<file path="src/rtl/alu_arbiter_pkg.sv">
// Shared ALU control encodings and the op legality check used by the arbiter.
package alu_arbiter_pkg;

    typedef enum logic [2:0] {
        ALU_ADD = 3'b000,
        ALU_SUB = 3'b001,
        ALU_AND = 3'b010,
        ALU_OR  = 3'b011,
        ALU_SLT = 3'b101
    } alu_op_e;

    function automatic logic op_legal(input logic [2:0] op);
        case (op)
            ALU_ADD, ALU_SUB, ALU_AND, ALU_OR, ALU_SLT: op_legal = 1'b1;
            default:                                    op_legal = 1'b0;
        endcase
    endfunction

endpackage

</file>
<file path="src/rtl/alu.sv">
// Shared 32-bit ALU; undefined control codes produce a clean zero result.
module alu
    import alu_arbiter_pkg::*;
(
    input  logic [2:0]  op,
    input  logic [31:0] a,
    input  logic [31:0] b,
    output logic [31:0] result,
    output logic        zero
);

    always_comb begin
        result = 32'h0;
        case (op)
            ALU_ADD: result = a + b;
            ALU_SUB: result = a - b;
            ALU_AND: result = a & b;
            ALU_OR:  result = a | b;
            ALU_SLT: result = {31'h0, $signed(a) < $signed(b)};
            default: result = 32'h0;
        endcase
    end

    assign zero = (result == 32'h0);

endmodule

</file>
<file path="src/rtl/alu_arbiter.sv">
// N-requester front end sharing one ALU with a single registered response slot.
// ALU_ARBITER_RR_EN selects round-robin arbitration; otherwise lowest index wins.
module alu_arbiter
    import alu_arbiter_pkg::*;
#(
    parameter int NREQ = 2,
    parameter int IDW  = $clog2(NREQ)
) (
    input  logic                        clk,
    input  logic                        reset,
    input  logic [NREQ-1:0]             req_valid,
    output logic [NREQ-1:0]             req_ready,
    input  logic [NREQ-1:0][2:0]        req_op,
    input  logic [NREQ-1:0][31:0]       req_a,
    input  logic [NREQ-1:0][31:0]       req_b,
    output logic                        rsp_valid,
    input  logic                        rsp_ready,
    output logic [IDW-1:0]              rsp_id,
    output logic [31:0]                 rsp_result,
    output logic                        rsp_zero,
    output logic                        rsp_illegal
);

    logic            stage_free;
    logic            xfer;
    logic [IDW-1:0]  win;
    logic [31:0]     alu_result;
    logic            alu_zero;

`ifdef ALU_ARBITER_RR_EN
    logic [IDW-1:0]  last_grant;
    logic [IDW-1:0]  cand;

    // Walk offsets from farthest to nearest so the nearest valid one sticks.
    always_comb begin
        win  = '0;
        cand = '0;
        for (int k = NREQ - 1; k >= 0; k--) begin
            cand = IDW'((int'(last_grant) + 1 + k) % NREQ);
            if (req_valid[cand]) win = cand;
        end
    end
`else
    always_comb begin
        win = '0;
        for (int k = NREQ - 1; k >= 0; k--)
            if (req_valid[k]) win = IDW'(k);
    end
`endif

    assign stage_free = !rsp_valid || rsp_ready;
    assign xfer       = (|req_valid) && stage_free && !reset;
    assign req_ready  = xfer ? (NREQ'(1) << win) : '0;

    alu u_alu (
        .op     (req_op[win]),
        .a      (req_a[win]),
        .b      (req_b[win]),
        .result (alu_result),
        .zero   (alu_zero)
    );

    always_ff @(posedge clk) begin
        if (reset) begin
            rsp_valid   <= 1'b0;
            rsp_id      <= '0;
            rsp_result  <= 32'h0;
            rsp_zero    <= 1'b0;
            rsp_illegal <= 1'b0;
`ifdef ALU_ARBITER_RR_EN
            last_grant  <= IDW'(NREQ - 1);
`endif
        end else if (xfer) begin
            rsp_valid   <= 1'b1;
            rsp_id      <= win;
            rsp_result  <= alu_result;
            rsp_zero    <= alu_zero;
            rsp_illegal <= !op_legal(req_op[win]);
`ifdef ALU_ARBITER_RR_EN
            last_grant  <= win;
`endif
        end else if (rsp_ready) begin
            rsp_valid   <= 1'b0;
        end
    end

endmodule

</file>
<file path="config.mk">
export PLATFORM = sky130hd
export DESIGN_NAME = alu_arbiter
export DESIGN_NICKNAME = d
export VERILOG_FILES = /design/src/rtl/alu_arbiter_pkg.sv /design/src/rtl/alu.sv /design/src/rtl/alu_arbiter.sv
export SDC_FILE = /design/constraint.sdc
export NUM_CORES = 1
export LEC_CHECK = 0
export BUFFER_PORTS_ARGS = -buffer_cell sky130_fd_sc_hd__buf_2
export CAP_MARGIN = 10
export CORE_MARGIN = 1.5
export CORE_UTILIZATION = 41
export CTS_CLUSTER_DIAMETER = 30
export DETAILED_ROUTE_END_ITERATION = 8
export HOLD_SLACK_MARGIN = 0.08
export PLACE_DENSITY = 0.65
export SLEW_MARGIN = 20
export SYNTH_ARGS = -nofsm -noshare
export SYNTH_HDL_FRONTEND = slang
export SYNTH_SLANG_ARGS = --single-unit
</file>
<file path="constraint.sdc">
create_clock -name clk -period 5.7 [get_ports clk]
set_input_delay 0.855 -clock clk [delete_from_list [all_inputs] [get_ports clk]]
set_output_delay 0.855 -clock clk [all_outputs]
set_load 0.02 [all_outputs]
</file>
==> metrics.log <==
INFO  metric cp_cell_sequence = buf_2 > nand2b_2 > buf_4 > nand2_1 > nand2_1 > ha_1 > inv_1 > a21oi_1 > o311ai_0 > a311oi_1 > a21boi_1 > a2111oi_0 > nor4_1 > o31ai_1 > nor4b_1 > a31oi_1 > o31ai_2
INFO  metric cell_area_after_placement = 8500 um2
INFO  metric multiInputGateArea = 6070 um2
INFO  metric place.port_buffers = 176
INFO  metric required = 5.85 ns
INFO  metric ir_drop_worst_case_vdd = 0.159 mV
INFO  metric crit_type = input pin to flip-flop
INFO  metric synth_fp_nets = 1371
INFO  metric p_switching = 0.750 mW
INFO  metric synth_top_area_cell = sky130_fd_sc_hd__ha_1
INFO  metric timing.critical_path.depth = 17
INFO  metric route.final.wire_length = 24700 um
INFO  metric synth_simple_gate_area_share = 27.9%
INFO  metric synthFlopType = sky130_fd_sc_hd__dfxtp_1
INFO  metric kind_of_start_point_of_the_critical_path = input pin
INFO  metric reg2regPathDepth = 10
INFO  metric report.final.slew_viol_count = 0
INFO  metric fin_setup_tns = 0 ns
INFO  metric layout_commonest_cell = sky130_fd_sc_hd__nand2_1
INFO  metric postLayoutCellArea = 8630 um2
INFO  metric antenna_found_initial = 0
INFO  metric cts_h_tree_depth = 2
INFO  metric cpMostUsedCell = sky130_fd_sc_hd__nand2_1
INFO  metric cts.hold.buffers_added = 0
INFO  metric std_cell_rows = 49
INFO  metric placeableCoreArea = 18000 um2
INFO  metric num-fill-cells = 1889
INFO  metric yosysWarnings = 0
INFO  metric avgRoutedWirePerCell = 16.5 um
INFO  metric vias = 8391
INFO  metric grt_pass1_wl = 39500 um
INFO  metric synth_mux_area_share = 1.35%
INFO  metric hold_violation_total_from_the_final_report = 0
INFO  metric slew-limit-headroom = 29.5%
INFO  metric grt_start_max_net_pins = 43
INFO  metric post_cts.resized_instances = 0
INFO  metric number_of_setup_violations_in_the_final_report = 0
INFO  metric floorplan.initialDensity = 41.9%
INFO  metric syn-cell-area = 7520 um2
INFO  metric critical_path_buf_inv_count = 3
INFO  metric post_synth_num_cell_types = 98
INFO  metric critical_path.reg2reg.startpoint = rsp_valid
INFO  metric period_minus_slack = 5.12 ns
INFO  metric final_layout_size_suffix_gt1_share = 19.9%
INFO  metric detailedRoute.firstPassIterationCount = 5
INFO  metric mean_post_synth_cell_area = 6.71 um2
INFO  metric result_of_the_run = finished clean
INFO  metric netlist_top_cells_area = sky130_fd_sc_hd__ha_1, sky130_fd_sc_hd__nand2_1, sky130_fd_sc_hd__dfxtp_1, sky130_fd_sc_hd__a21oi_1, sky130_fd_sc_hd__inv_1
INFO  metric cts_sinks = 36
INFO  metric r2r_slack = 3.07 ns
INFO  metric kind_of_cell_with_the_highest_combined_delay_on_the_critical_path = compound AO/OA/AOI/OAI gates
INFO  metric worstSetupStartpoint = req_valid[0]
INFO  metric max_cap_viols = 0
INFO  metric clock-skew-final = 0.00543 ns
INFO  metric leakage = 4.30 nW
INFO  metric nets = 1515
INFO  metric finalWeightedCongestion = 1.02
INFO  metric synth_compound_gate_area_share = 30.2%
INFO  metric grt_pass1_vias = 7592
INFO  metric hp-class = flip-flop to flip-flop
INFO  metric global_route.overflow_total = 0
INFO  metric pwr-share-seq = 18.3%
INFO  metric rr_endpoint = rsp_zero
INFO  metric timing.critical_path.fanout_max = 22
INFO  metric async_flop_share = 0%
INFO  metric combinationalPowerShare = 65.4%
INFO  metric final_antenna_diode_count = 0
INFO  metric drt_iter0_drc = 772
INFO  metric ffs_latches_synth = 36
INFO  metric syn2layout_area_growth = 14.8%
INFO  metric max_stage_delay = 0.58 ns
INFO  metric cts_root_buffer = sky130_fd_sc_hd__clkbuf_16
INFO  metric totalPowerFinal = 1.56 mW
INFO  metric synth_edf_count = 0
INFO  metric main_combinational_cell_family_by_area_after_synthesis = compound AO/OA/AOI/OAI gates
INFO  metric sw_frac_of_total = 48.0%
INFO  metric clockBufferDepth = 2
INFO  metric synth_cells = 1121
INFO  metric die-area = 19200 um2
INFO  metric f_max = 195 MHz
INFO  metric setup.worst_path.end_class = flip-flop
INFO  metric internal_power = 0.813 mW
INFO  metric power_density = 181 nW/um2
INFO  metric pwr-share-clk = 16.3%
INFO  metric post_synth_xor_area_fraction = 2.21%
INFO  metric pin_count = 177
INFO  metric max_slew.worst_pin.slew = 1.05 ns
INFO  metric drt.antenna.violating_nets = 0
INFO  metric cp-endpoint = rsp_zero
INFO  metric post-synth-top-area-fraction = 18.1%
INFO  metric remaining_drc_errors = 0
INFO  metric rsz0062_at_grt = false
INFO  metric post-dp-hpwl = 20100 um
INFO  metric cts_made_buffers = 5
INFO  metric critPathSlowestCell = sky130_fd_sc_hd__a2111oi_0
INFO  metric track_usage = 24.8%
INFO  metric floorplan.die.width = 138 um
INFO  metric insertion_delay = 0.28 ns
INFO  metric avgViaCountPerCell = 5.62
INFO  metric cts_setup_buffers = 0
INFO  metric worst_path_arrival_time = 5.28 ns
INFO  metric most-common-layout-cells = sky130_fd_sc_hd__nand2_1, sky130_fd_sc_hd__buf_2, sky130_fd_sc_hd__ha_1, sky130_fd_sc_hd__inv_1, sky130_fd_sc_hd__nor2_1
INFO  metric ys_seq_area_share = 9.58%
INFO  metric die_h = 138 um
INFO  metric final-seq-area = 721 um2
INFO  metric clock_tree_from_tritoncts = built
INFO  metric clkSlewWorstSetupHoldPaths = 0.05 ns
INFO  metric post-route-period-util = 89.9%
INFO  metric synth_fa_ha_area_share = 18.7%
worst min-delay path, stage by stage, from the launching register on:
cell	delay [ns]
sky130_fd_sc_hd__dfxtp_1	0.31
sky130_fd_sc_hd__nand2_1	0.05
sky130_fd_sc_hd__nand2_1	0.04
registers in the layout, summed over array words and instances (netlist names):
register,cells
rsp_result,32
rsp_id,1
rsp_illegal,1
rsp_valid,1
rsp_zero,1
power by group through the flow:
stage	registers, mW	logic [mW]	clock network [mW]
CTS	0.286	1.01	0.257
global route	0.288	1.13	0.267
detailed placement	0.291	1.00	0
floorplan	0.312	0.715	0
global placement	0.291	1.00	0
finish	0.286	1.02	0.255
metrics by stage:
step / setup WS [ns] / hold slack, ns / utilization [%] / std cells
6_report: 0.576 / 0.452 / 48.1 / 1494
5_1_grt: 0.163 / 0.492 / 48.1 / 1494
3_3_place_gp: 0.434 / 0.432 / 47.3 / 1487
3_5_place_dp: 0.401 / 0.443 / 47.3 / 1487
2_1_floorplan: 0.792 / 0.521 / - / 1121
4_1_cts: 0.663 / 0.452 / 48.1 / 1494
routing by layer:
layer / track usage (%) / routed length [um]
met5: 0 / 0
met4: 5.65 / 484
met3: 3.39 / 1760
met2: 39.5 / 10900
met1: 35.6 / 11600
cell usage after synthesis (7+ instances only):
cell type and count:
sky130_fd_sc_hd__a211oi_1 30, sky130_fd_sc_hd__buf_1 7, sky130_fd_sc_hd__a22o_1 12, sky130_fd_sc_hd__dfxtp_1 36, sky130_fd_sc_hd__a311oi_1 9, sky130_fd_sc_hd__nand2_1 256
sky130_fd_sc_hd__nand4_1 9, sky130_fd_sc_hd__mux2i_1 9, sky130_fd_sc_hd__clkbuf_1 24, sky130_fd_sc_hd__o21ai_0 54, sky130_fd_sc_hd__a21o_1 9, sky130_fd_sc_hd__o211ai_1 20
sky130_fd_sc_hd__nor2_1 88, sky130_fd_sc_hd__buf_2 12, sky130_fd_sc_hd__ha_1 109, sky130_fd_sc_hd__o21ai_1 17, sky130_fd_sc_hd__inv_1 92, sky130_fd_sc_hd__nand2b_1 12
sky130_fd_sc_hd__nor3_1 11, sky130_fd_sc_hd__a21oi_1 76, sky130_fd_sc_hd__xnor2_1 13, sky130_fd_sc_hd__nand3_1 24, sky130_fd_sc_hd__o31ai_1 9, sky130_fd_sc_hd__clkbuf_8 11
sky130_fd_sc_hd__nor2b_1 12
cell families (layout without fill, tap and decap cells):
group | after synthesis | after routing
adders and majority gates | 111 | 111
muxes | 10 | 10
buffers and inverters | 157 | 301
AOI/OAI and AO/OA | 323 | 323
and+or+nand+nor | 465 | 465
DFF | 36 | 36
xor gates and xnor gates | 19 | 19
worst min path at each step:
| stage | depth (start not counted) | start | end | slack [ns] |
|---|---|---|---|---|
| 2_1_floorplan | 2 | rsp_result[9] | rsp_result[9] | 0.52 |
| 3_3_place_gp | 2 | rsp_result[29] | rsp_result[29] | 0.43 |
| 3_5_place_dp | 2 | rsp_result[18] | rsp_result[18] | 0.44 |
| 4_1_cts | 2 | rsp_result[9] | rsp_result[9] | 0.45 |
| 5_1_grt | 2 | rsp_result[3] | rsp_result[3] | 0.49 |
| 6_report | 2 | rsp_result[9] | rsp_result[9] | 0.45 |
cell type report:
cell class | instances | area share [%]
clock inverter | 1 | 0.0580
multi-input combinational | 928 | 70.3
timing repair buffer | 199 | 12.3
clock buffer | 6 | 1.49
sequential | 36 | 8.35
tap | 229 | 3.32
inverter | 95 | 4.13
Power figures use the tool's default switching activity.
